<file path="src/rtl/ntt_pkg.sv">
// Shared constants and modular add/sub helpers for the q=257 NTT datapath.
// Pure definitions: no latency, no flow control.
package ntt_pkg;

  localparam int Q  = 257;
  localparam int W  = 17;
  localparam int AW = 3;
  localparam int N  = 2 ** AW;

  // Both operands are < Q, so one conditional subtract is enough.
  function automatic logic [W-1:0] mod_add(input logic [W-1:0] x, input logic [W-1:0] y);
    logic [W:0] s;
    s = {1'b0, x} + {1'b0, y};
    if (s >= (W+1)'(Q)) s = s - (W+1)'(Q);
    return s[W-1:0];
  endfunction

  function automatic logic [W-1:0] mod_sub(input logic [W-1:0] x, input logic [W-1:0] y);
    logic [W-1:0] r;
    if (x < y) r = x + W'(Q) - y;
    else       r = x - y;
    return r;
  endfunction

endpackage

</file>
<file path="src/rtl/mod_mul_q.sv">
// Registered (b * w) mod Q: one cycle, result and valid update only when en_i is high.
// Holds its output while en_i is low, so it follows the enclosing pipeline stall.
module mod_mul_q
  import ntt_pkg::*;
(
  input  logic         clk,
  input  logic         rst_n,
  input  logic         en_i,
  input  logic         vld_i,
  input  logic [W-1:0] b_i,
  input  logic [W-1:0] w_i,
  output logic         vld_o,
  output logic [W-1:0] t_o
);

  localparam logic [2*W-1:0] QP = (2*W)'(Q);

  logic [2*W-1:0] prod;
  logic [W-1:0]   t_d;
  logic [W-1:0]   t_q;
  logic           vld_q;

  always_comb begin
    prod = {{W{1'b0}}, b_i} * {{W{1'b0}}, w_i};
    t_d  = W'(prod % QP);
  end

  always_ff @(posedge clk or negedge rst_n) begin
    if (!rst_n) begin
      vld_q <= 1'b0;
      t_q   <= '0;
    end else if (en_i) begin
      vld_q <= vld_i;
      t_q   <= t_d;
    end
  end

  assign vld_o = vld_q;
  assign t_o   = t_q;

endmodule

</file>
<file path="src/rtl/ntt_butterfly_pipe.sv">
// 3-stage Cooley-Tukey butterfly mod 257: capture, multiply/reduce, add/sub; 3-cycle latency.
// Single global stall (adv) freezes every stage when the output is held; in_ready = adv.
module ntt_butterfly_pipe
  import ntt_pkg::*;
(
  input  logic          clk,
  input  logic          rst_n,
  input  logic          in_valid,
  output logic          in_ready,
  input  logic [W-1:0]  in_a,
  input  logic [W-1:0]  in_b,
  input  logic [AW-1:0] in_tw_idx,
  output logic [AW-1:0] tw_addr,
  input  logic [W-1:0]  tw_value,
  output logic          out_valid,
  input  logic          out_ready,
  output logic [W-1:0]  out_a,
  output logic [W-1:0]  out_b
);

  logic         adv;
  logic         v1_q, v2, v3_q;
  logic [W-1:0] a1_q, b1_q, w1_q, w1_d;
  logic [W-1:0] a2_q, t2;
  logic [W-1:0] oa_q, ob_q;

  assign adv      = !v3_q || out_ready;
  assign in_ready = adv;
  assign tw_addr  = in_valid ? in_tw_idx : '0;

  // The psi table may return unreduced powers, so fold them below Q on capture.
  assign w1_d = W'(32'(tw_value) % Q);

  always_ff @(posedge clk or negedge rst_n) begin
    if (!rst_n) begin
      v1_q <= 1'b0;
      a1_q <= '0;
      b1_q <= '0;
      w1_q <= '0;
    end else if (adv) begin
      v1_q <= in_valid;
      a1_q <= in_a;
      b1_q <= in_b;
      w1_q <= w1_d;
    end
  end

  mod_mul_q u_mul (
    .clk   (clk),
    .rst_n (rst_n),
    .en_i  (adv),
    .vld_i (v1_q),
    .b_i   (b1_q),
    .w_i   (w1_q),
    .vld_o (v2),
    .t_o   (t2)
  );

  always_ff @(posedge clk or negedge rst_n) begin
    if (!rst_n) begin
      a2_q <= '0;
    end else if (adv) begin
      a2_q <= a1_q;
    end
  end

  always_ff @(posedge clk or negedge rst_n) begin
    if (!rst_n) begin
      v3_q <= 1'b0;
      oa_q <= '0;
      ob_q <= '0;
    end else if (adv) begin
      v3_q <= v2;
      oa_q <= mod_add(a2_q, t2);
      ob_q <= mod_sub(a2_q, t2);
    end
  end

  assign out_valid = v3_q;
  assign out_a     = oa_q;
  assign out_b     = ob_q;

endmodule
</file>
<file path="config.mk">
export PLATFORM = sky130hd
export DESIGN_NAME = ntt_butterfly_pipe
export DESIGN_NICKNAME = d
export VERILOG_FILES = /design/src/rtl/ntt_pkg.sv /design/src/rtl/mod_mul_q.sv /design/src/rtl/ntt_butterfly_pipe.sv
export SDC_FILE = /design/constraint.sdc
export NUM_CORES = 1
export LEC_CHECK = 0
export BUFFER_PORTS_ARGS = -buffer_cell sky130_fd_sc_hd__buf_4
export CAP_MARGIN = 20
export CORE_ASPECT_RATIO = 1.25
export CORE_MARGIN = 2
export CORE_UTILIZATION = 40
export CTS_CLUSTER_DIAMETER = 50
export DETAILED_ROUTE_END_ITERATION = 6
export SYNTH_ARGS = -nofsm -noshare
export SYNTH_HDL_FRONTEND = slang
export SYNTH_SLANG_ARGS = --single-unit
</file>
<file path="constraint.sdc">
create_clock -name clk -period 37.9 [get_ports clk]
set_clock_uncertainty 0.05 [all_clocks]
set_input_delay 1.895 -clock clk [delete_from_list [all_inputs] [get_ports clk]]
set_output_delay 1.895 -clock clk [all_outputs]
set_load 0.03 [all_outputs]
</file>
# == Yosys cells after proc, flatten, opt, wreduce, memory -nomap -nowiden ==
# Cells that the tools add are included.
# W data, S select, Z words.
# classes
n_addsub,5
multipliers,1
div_mod_pow,2
order_cmp,2
muxes,3
n_reduce_logical,2
# ops
operator,count
$mod A34 B9 Y34 const B,1
$mul A17 B17 Y34,1
$mux W17,2
$sub A17 B17 Y17,2
$mod A17 B9 Y32 const B,1
$add A17 B17 Y18,1
$ge A18 B9 Y1 const B,1
$add A17 B9 Y17 const B,1
$lt A17 B17 Y1,1
$sub A17 B9 Y17 const B,1
$mux W3,1
$logic_not A1 Y1,1
$logic_or A1 B1 Y1,1
# word_totals
ff_bits,122
input_bits,58
output_inout_bits,39
elab_cells,25

# == Logic depth before layout (Yosys ltp) ==
# logic_depth
ltp_word,3
depth_mapped,107
depth_no_buf,92

# == Hierarchy ==
# A second synthesis with hierarchy kept.
# unflattened
hier_cells,3731
area_unflattened_um2,29245.5
# by_module_without_submodules
mod,instances,cells_per_inst,area_per_inst_um2,seq_area_each_um2
mod_mul_q,1,2529,19585.0,450.4
ntt_butterfly_pipe,1,1202,9660.5,2602.5

# == Worst setup path after synthesis ==
# OpenSTA, ideal clock, no wires.
# synth_path
path_kind,reg2reg
start,register w1_q[9]
end,"register u_mul.t_q[11], in the netlist u_mul.t_o[11]"
setup_ns,0.087
arrival_ns,26.671
required_time_ns,37.763
setup_slack_ns,11.092
path_stages_with_launch,100
path_buffers,8
synth_period_minus_slack_ns,26.808
cell_sequence,dfrtp_1 clkbuf_1 clkbuf_1 nand2_1 fa_1 inv_1 fa_1 inv_1 fa_1 inv_1 fa_1 fa_1 inv_1 fa_1 inv_1 ha_1 buf_2 nand4_1 (+64 left out) a2111oi_2 a2111oi_4 o31a_2 nor3_1 or2_1 buf_2 ha_1 o211ai_1 o41ai_2 o311ai_4 xnor2_1 ha_1 and3_1 buf_2 a41oi_2 nor2_2 or4_4 o211ai_1
# synth_between
elab_chain_cells,2
# synth_lines
item,line_no,source
"start, declared",ntt_butterfly_pipe.sv:23,"logic [W-1:0] a1_q, b1_q, w1_q, w1_d;"
"start signal, assigned",ntt_butterfly_pipe.sv:44,w1_q <= w1_d;
$mul A17 B17 Y34,mod_mul_q.sv:24,"prod = {{W{1'b0}}, b_i} * {{W{1'b0}}, w_i};"
$mod A34 B9 Y34,mod_mul_q.sv:25,t_d = W'(prod % QP);
"end signal, assigned",mod_mul_q.sv:34,t_q <= t_d;
"end, declared",mod_mul_q.sv:20,logic [W-1:0] t_q;
# No other way between the ends.
# A chain may end at the register's enable or synchronous reset.

# == Worst setup path after layout ==
# layout_path
start,register b1_q[6]
end,"register u_mul.t_q[1], in the netlist u_mul.t_o[1]"
# layout_between
elab_chain_cells,2
# layout_lines
item,line_no,source
"start, declared",ntt_butterfly_pipe.sv:23,
"start signal, assigned",ntt_butterfly_pipe.sv:43,b1_q <= in_b;
$mul A17 B17 Y34,mod_mul_q.sv:24,
$mod A34 B9 Y34,mod_mul_q.sv:25,
# No other way between the ends.

==> results.json <==
{
  "r2r_end": "u_mul.t_o[1]$_DFFE_PN0P_",
  "fmax_mhz": 32.05,
  "wl_per_cell_um": 18.69,
  "fp.dieArea_um2": 70800,
  "synth_area_um2": 27470,
  "synth_edf_count": 0,
  "cp-end-kind": "flop",
  "clock_sinks": 122,
  "cap_viol_max_count": 0,
  "htreeDepth": 4,
  "holdWs_ps": 412.0,
  "fin_setup_tns_ps": 0,
  "hold_violations": 0,
  "setup_viol": 0,
  "tritoncts": "done",
  "cts_setup_buffers": 0,
  "syn-mean-instance-area_um2": 7.780,
  "gp_congestion": 0.9174,
  "numCtsBuffers": 17,
  "synth_flop_cell": "dfrtp_1",
  "finish.utilization_pct": 43.23,
  "cp.required_ps": 38220,
  "critPathMaxStageDelay_ps": 800,
  "start_util_pct": 40.39,
  "syn-num-nets": 3999,
  "postSynthCellCount": 3531,
  "drt-total-wl_um": 82230,
  "io_pins": 97,
  "tightest_slew_ps": 1049,
  "ctsResizeCount": 0,
  "drtIter0Drc": 1862,
  "grt_pass1_wl_um": 132500,
  "drc_errors": 0,
  "layout_min_cycle_time_ps": 31200,
  "crit_top_cell": "fa_1",
  "syn2layout_area_growth_pct": 7.018,
  "rsz0062_at_grt": "no",
  "finalMaxSlewViolations": 0,
  "r2r_slack_ps": 6700,
  "antenna_found_initial": 1,
  "cts_buffer_depth": 2,
  "grt_usage_pct": 22.99,
  "yosys.area.top_type": "fa_1",
  "num-fill-cells": 6996,
  "hp-class": "flop to flop",
  "vias_per_cell": 5.734,
  "antenna_left": 0,
  "synth_most_common_cell": "nand2_1",
  "critPathMaxFanout": 18,
  "die_height_um": 297,
  "drive_above_1_share_pct": 8.673,
  "antenna_cells": 0,
  "outcome": "finished, final reports clean",
  "regArea_um2": 3053,
  "grt_pass1_vias": 24630,
  "yosysUniqueCellTypes": 148,
  "reg2reg_depth": 90,
  "multiInputGateArea_um2": 22420,
  "whs_path_depth": 2,
  "clock_latency_ps": 450,
  "num_rows": 107,
  "timing.rr.start": "b1_q[6]$_DFFE_PN0P_",
  "critical_path_class": "flop to flop",
  "dpl.hpwl_um": 65890,
  "first_pass_iters": 6,
  "crit_path_start_kind": "flop",
  "grt_max_degree": 80,
  "ys_ff_latch": 122,
  "yosys_warnings": 0,
  "ctsRootBufferMaster": "clkbuf_16",
  "clkTransAtPathRegs_ps": 60,
  "ys_seq_area_share_pct": 11.11,
  "die_w_um": 238.4,
  "core_area_um2": 68010,
  "cts_hold_buffers": 0,
  "synthTopCellsByCount": "nand2_1 (522), inv_1 (372), nor2_1 (310), fa_1 (240), a21oi_1 (187)",
  "fin_crit_sh_pct": 82.33,
  "grt_overflow": 0,
  "min_to": "u_mul.vld_o$_DFFE_PN0P_",
  "crit_path_top_delay_cell": "a21oi_1",
  "synthTopCellsByArea": "fa_1 (17%), dfrtp_1 (11%), ha_1 (7.7%)",
  "async_reset_ff_share_pct": 100.0,
  "netlist.area_leader.share_pct": 17.49,
  "hp-start": "u_mul.vld_o$_DFFE_PN0P_",
  "worstPathArrival_ps": 31520,
  "relSlewSlack_pct": 29.59,
  "nNetsFinal": 3983,
  "io_buffer_count": 96,
  "vias": 25230
}
## stage by stage
stage	setup WS [ps]	area [um^2]	std cells
final	6698	29400	4400
after global routing	4615	29400	4400
after CTS	7132	29400	4400
after detailed placement	7237	28780	4368
after global placement	7450	28780	4368
after floorplan	11090	27470	3531
## flip-flops by register name (all words and copies together), names as in the netlist
signal	cells
v1_q	1
w1_q	17
out_a	17
out_b	17
a1_q	17
u_mul.vld_o	1
out_valid	1
b1_q	17
a2_q	17
u_mul.t_o	17
## metal layers
layer / track usage (%) / vias to the layer above / part of all wire, %
met5: 0 / - / 0.019
met4: 6.116 / 2 / 2.3
met3: 2.543 / 121 / 5.0
met2: 39.10 / 759 / 48
met1: 30.92 / 12240 / 45
li1: - / 12110 / -
## cell type report
cell class                 instances  area share [%]
inverter                         374           4.784
multi-input combinational       2893           76.26
tap                              872           3.711
sequential                       122           10.38
timing repair buffer             107           2.745
clock inverter                    11          0.4809
clock buffer                      21           1.634
## layout by cell type (no fill, tap or decap), types with 10 or more instances in the layout
cell / n
or3_1: 31
inv_1: 372
or2_1: 10
o22ai_1: 12
nand2_1: 522
nor4_1: 17
o21a_1: 25
mux2_2: 15
ha_1: 170
o21bai_1: 17
o211ai_1: 36
o31a_1: 14
o2111ai_1: 17
fa_1: 240
a31oi_1: 52
xor2_1: 72
o211a_1: 11
nor2b_1: 14
and3_1: 33
nand4_1: 40
clkbuf_16: 17
dfrtp_1: 122
xnor2_1: 152
a21o_1: 36
o21ai_0: 118
nor2_1: 310
mux2i_1: 18
and4_1: 12
a21oi_1: 187
a211oi_1: 23
or2_2: 13
o31ai_1: 16
nand2b_1: 21
and2_1: 152
buf_4: 106
nor3_1: 56
o21ai_1: 38
a211o_1: 16
nand3_1: 73
## worst max-delay path by stage
stage	start	cells past startpoint	to
floorplan	w1_q[9]$_DFFE_PN0P_	99	u_mul.t_o[11]$_DFFE_PN0P_
global placement	b1_q[3]$_DFFE_PN0P_	89	u_mul.t_o[1]$_DFFE_PN0P_
detailed placement	b1_q[6]$_DFFE_PN0P_	90	u_mul.t_o[1]$_DFFE_PN0P_
CTS	b1_q[6]$_DFFE_PN0P_	90	u_mul.t_o[1]$_DFFE_PN0P_
global route	w1_q[10]$_DFFE_PN0P_	91	u_mul.t_o[1]$_DFFE_PN0P_
finish	b1_q[6]$_DFFE_PN0P_	90	u_mul.t_o[1]$_DFFE_PN0P_
## critical path: cells and delay by family (launching register included)
kind                       cells  cell delay [ps]
AOI/OAI and AO/OA             38            12910
adders and majority gates      9             4170
muxes                          4             1420
buffers and inverters          4              230
and+or+nand+nor               31             9850
xor gates and xnor gates       4             1760
DFF                            1              670
## cell families (layout without fill, tap and decap cells)
logic type	after synthesis	in the layout	synth area share (%)
and+or+nand+nor	1386	1386	24.69
DFF	122	122	11.11
AOI/OAI and AO/OA	810	810	21.64
buffers and inverters	516	513	7.346
adders and majority gates	419	419	25.56
muxes	43	43	1.772
xor gates and xnor gates	235	235	7.875
Power is left out: the tool's default activity adds up to more than one toggle a clock period on the data nets, which glitch-free logic cannot reach.
